$ cat src/rtl/demux1to2_stream.sv
// demux1to2_stream: 1-to-2 valid/ready stream demux, one register per channel.
// Ports: clk, rst_n (async low); In/sel/in_valid/in_ready upstream;
// outN/outN_valid/outN_ready per channel; proto_err sticky; cnt0/cnt1.
// Macro DEMUX_XFER_CNT_EN enables the per-channel transfer counters.
module demux1to2_stream #(
  parameter int DATA_W = 3,
  parameter int CNT_W  = 8
) (
  input  logic              clk,
  input  logic              rst_n,
  input  logic [DATA_W-1:0] In,
  input  logic              sel,
  input  logic              in_valid,
  output logic              in_ready,
  output logic [DATA_W-1:0] out0,
  output logic [DATA_W-1:0] out1,
  output logic              out0_valid,
  output logic              out1_valid,
  input  logic              out0_ready,
  input  logic              out1_ready,
  output logic              proto_err,
  output logic [CNT_W-1:0]  cnt0,
  output logic [CNT_W-1:0]  cnt1
);

  logic [DATA_W-1:0] data0_q, data0_d;
  logic [DATA_W-1:0] data1_q, data1_d;
  logic              vld0_q, vld0_d;
  logic              vld1_q, vld1_d;
  logic              err_q, err_d;
  logic              stall_q, stall_d;
  logic [DATA_W-1:0] in_q, in_d;
  logic              sel_q, sel_d;
  logic              rdy0, rdy1;
  logic              load0, load1;

  assign rdy0     = !vld0_q || out0_ready;
  assign rdy1     = !vld1_q || out1_ready;
  assign in_ready = sel ? rdy1 : rdy0;
  assign load0    = in_valid && rdy0 && !sel;
  assign load1    = in_valid && rdy1 && sel;

  always_comb begin
    data0_d = data0_q;
    data1_d = data1_q;
    vld0_d  = vld0_q && !out0_ready;
    vld1_d  = vld1_q && !out1_ready;
    if (load0) begin
      data0_d = In;
      vld0_d  = 1'b1;
    end
    if (load1) begin
      data1_d = In;
      vld1_d  = 1'b1;
    end
  end

  // A stalled offer must be held unchanged until it is accepted.
  always_comb begin
    stall_d = in_valid && !in_ready;
    in_d    = In;
    sel_d   = sel;
    err_d   = err_q;
    if (stall_q && (!in_valid || In != in_q || sel != sel_q))
      err_d = 1'b1;
  end

  always_ff @(posedge clk or negedge rst_n) begin
    if (!rst_n) begin
      data0_q <= '0;
      data1_q <= '0;
      vld0_q  <= 1'b0;
      vld1_q  <= 1'b0;
      err_q   <= 1'b0;
      stall_q <= 1'b0;
      in_q    <= '0;
      sel_q   <= 1'b0;
    end else begin
      data0_q <= data0_d;
      data1_q <= data1_d;
      vld0_q  <= vld0_d;
      vld1_q  <= vld1_d;
      err_q   <= err_d;
      stall_q <= stall_d;
      in_q    <= in_d;
      sel_q   <= sel_d;
    end
  end

  assign out0       = data0_q;
  assign out1       = data1_q;
  assign out0_valid = vld0_q;
  assign out1_valid = vld1_q;
  assign proto_err  = err_q;

`ifdef DEMUX_XFER_CNT_EN
  logic [CNT_W-1:0] cnt0_q, cnt0_d;
  logic [CNT_W-1:0] cnt1_q, cnt1_d;

  // Counters wrap naturally at 2^CNT_W.
  always_comb begin
    cnt0_d = cnt0_q;
    cnt1_d = cnt1_q;
    if (load0) cnt0_d = cnt0_q + 1'b1;
    if (load1) cnt1_d = cnt1_q + 1'b1;
  end

  always_ff @(posedge clk or negedge rst_n) begin
    if (!rst_n) begin
      cnt0_q <= '0;
      cnt1_q <= '0;
    end else begin
      cnt0_q <= cnt0_d;
      cnt1_q <= cnt1_d;
    end
  end

  assign cnt0 = cnt0_q;
  assign cnt1 = cnt1_q;
`else
  assign cnt0 = '0;
  assign cnt1 = '0;
`endif

endmodule

$ cat config.mk
export PLATFORM = sky130hd
export DESIGN_NAME = demux1to2_stream
export DESIGN_NICKNAME = d
export VERILOG_FILES = /design/src/rtl/demux1to2_stream.sv
export SDC_FILE = /design/constraint.sdc
export NUM_CORES = 1
export LEC_CHECK = 0
export CAP_MARGIN = 20
export CELL_PAD_IN_SITES_DETAIL_PLACEMENT = 1
export CELL_PAD_IN_SITES_GLOBAL_PLACEMENT = 1
export CORE_MARGIN = 5
export CORE_UTILIZATION = 26
export DETAILED_ROUTE_END_ITERATION = 10
export GPL_ROUTABILITY_DRIVEN = 0
export HOLD_SLACK_MARGIN = 0.05
export PLACE_DENSITY_LB_ADDON = 0.1
export SLEW_MARGIN = 20
export SYNTH_ARGS = -nofsm -noshare
export SYNTH_HDL_FRONTEND = slang
export SYNTH_SLANG_ARGS = --single-unit
$ cat constraint.sdc
create_clock -name clk -period 1.11 [get_ports clk]
set_input_delay 0.111 -clock clk [delete_from_list [all_inputs] [get_ports clk]]
set_output_delay 0.111 -clock clk [all_outputs]
set_load 0.005 [all_outputs]
==> qor.csv <==
metric,value,unit
powerDensity,1200,mW/mm^2
drt_first_pass_iters,4,
dieArea,0.00383,mm^2
worstPathRequired,1000,ps
first_iter_violations,4,
antenna_found_initial,0,
fin_setup_tns,-577,ps
cts-buffers-inserted,3,
end_kind,primary output,
yosys_warnings,0,
tritoncts,yes,
yosysUniqueCellTypes,17,
postSynthAreaPerCell,12.5,um^2
yosys.area_share.simple,12.5,%
clock_sinks,14,
via_per_inst,3.91,
ctsHoldBuffers,0,
synth_top_family_by_area,buffers and inverters,
initial_core_util,27.8,%
synth_compound_area_share,5.18,%
clkSlewWorstSetupHoldPaths,80,ps
synth_flop_cell,dfrtp_1,
setup_ws,-143,ps
cts.htree.levels,1,
die_w,61.9,um
ys_ff_latch,14,
grt_pass1_wl,2.30,mm
finalSetupViolCount,8,
violations,setup timing,
period_minus_slack,1250,ps
num_rows,18,
clkLatencyLatePin,280,ps
drc_errors,0,
detailedPlace.worstSlack,-408,ps
worstSetupStartpointType,flip-flop,
utilization,40.3,%
synth_edf_count,0,
peakVddDrop,0.000608,V
diodes,0,
fp.dieH,61.9,um
whs,127,ps
io_buffers,18,
synth.cell_area,701,um^2
power_leakage,0.000536,uW
fin_nets,102,
synth_area_leaders,"dfrtp_1, buf_4, mux2_2",
area_growth,45.0,%
syn_inst,56,
grtUsageTotal,8.92,%
grt_max_degree,15,
status,finished with violations,
clk_path_buf_depth,2,
ff2ff_setup_slack,-110,ps
routed_wl,1.51,mm
clock_skew,1.89,ps
grt.overflow.total,0,
synth_area_leader_cell,dfrtp_1,
synth_xor_area_share,1.25,%
synth_common_cells,"buf_4, dfrtp_1, mux2_2, inv_1",
critical_path.max_fanout,2,
placed_area,937,um^2
seq_area_frac_synth,50.0,%
vias,473,
setup.worst_path.class,flip-flop to primary output,
async_flop_share,100,%
core,0.00252,mm^2
dp_hpwl,1.14,mm
final_area,0.00102,mm^2
synthAdderAreaFrac,0,%
maxCapViolCount,0,
ant_nets,0,
min_period_over_period,113,%
hold_path.class,input port to async pin,
hold_viol_final,0,
crit_arrival,1140,ps
first_global_vias,472,
wl_per_cell,12.4,um
drive_gt1_share,37.4,%
muxShareOfSynthArea,11.2,%
synth_top_area_share,50.0,%
fmax,798,MHz
synth_most_common_cell,buf_4,
drv_slew,0,
grt_setup_unrepaired,yes,
clockRootBuffer,clkbuf_4,
ios,35,
[critical path: stages, from the launching register on]
cell	delay, ps
dfrtp_1	400
nand2b_4	60
mux2_4	280
buf_6	120
[layout make-up]
type / instances / area [um^2]
sequential: 14 / 350
timing repair buffer: 33 / 293
clock buffer: 3 / 22.5
tap: 30 / 37.5
inverter: 4 / 15.0
fill: 306 / 1510
multi-input combinational: 37 / 298
[path summary, 6_finish.rpt]
kind,start,endpoint,cells past startpoint
max in group asynchronous,rst_n,out0[0]$_DFFE_PN0P_,2
worst max register to register,out1_valid$_DFF_PN0_,out1[1]$_DFFE_PN0P_,4
worst min register to register,out0[1]$_DFFE_PN0P_,out0[1]$_DFFE_PN0P_,1
min in group clk,In[0],in_q[0]$_DFF_PN0_,1
worst max-delay path,out0_valid$_DFF_PN0_,in_ready,3
worst min-delay path,rst_n,out1[0]$_DFFE_PN0P_,2
[flip-flops by register name, indices dropped and copies added, names as in the netlist]
name	flops
proto_err	1
out1	3
in_q	3
out0_valid	1
out0	3
out1_valid	1
sel_q	1
stall_q	1
[layer usage]
metal  vias to the layer above  part of all wire (%)  global-route usage [%]
li1                        222                     -                       -
met1                       223                    37                    10.5
met2                        23                    51                    12.6
met3                         5                   9.6                    4.96
met4                         0                   2.5                    5.45
met5                         -                     0                       0
[stage by stage]
step	power, uW	cells
6_report	1220	121
5_1_grt	1300	121
4_1_cts	1200	118
3_5_place_dp	912	114
3_3_place_gp	907	114
2_1_floorplan	746	71
[logic make-up after synthesis]
| group | after synthesis |
|---|---|
| muxes | 7 |
| xor gates and xnor gates | 1 |
| and+or+nand+nor | 9 |
| AOI/OAI and AO/OA | 4 |
| buffers and inverters | 20 |
| other | 1 |
| DFF | 14 |
[cell usage in the layout, fill, tap and decap left out, types with 2 or more instances in the layout]
cell,n
nand2b_4,2
inv_1,4
clkdlybuf4s50_1,8
mux2_4,7
conb_1,16
dfrtp_1,14
clkbuf_4,3
dlygate4sd2_1,6
buf_6,4
nand2_1,2
buf_4,14
[report_power, final]
part / total, uW / switching [uW] / internal [uW]
Sequential: 600 / 34.0 / 566
Combinational: 327 / 114 / 213
Clock: 290 / 163 / 126
[what timing repair did]
| item | in CTS | in global routing |
|---|---|---|
| endpoints found under the setup margin | 16 | 9 |
| pin swaps | 1 | 0 |
| buffers inserted | 2 | 3 |
| hold endpoints to repair | 0 | 0 |
| resized for setup | 26 | 5 |
Note: power is estimated with default switching activity, not from simulation.
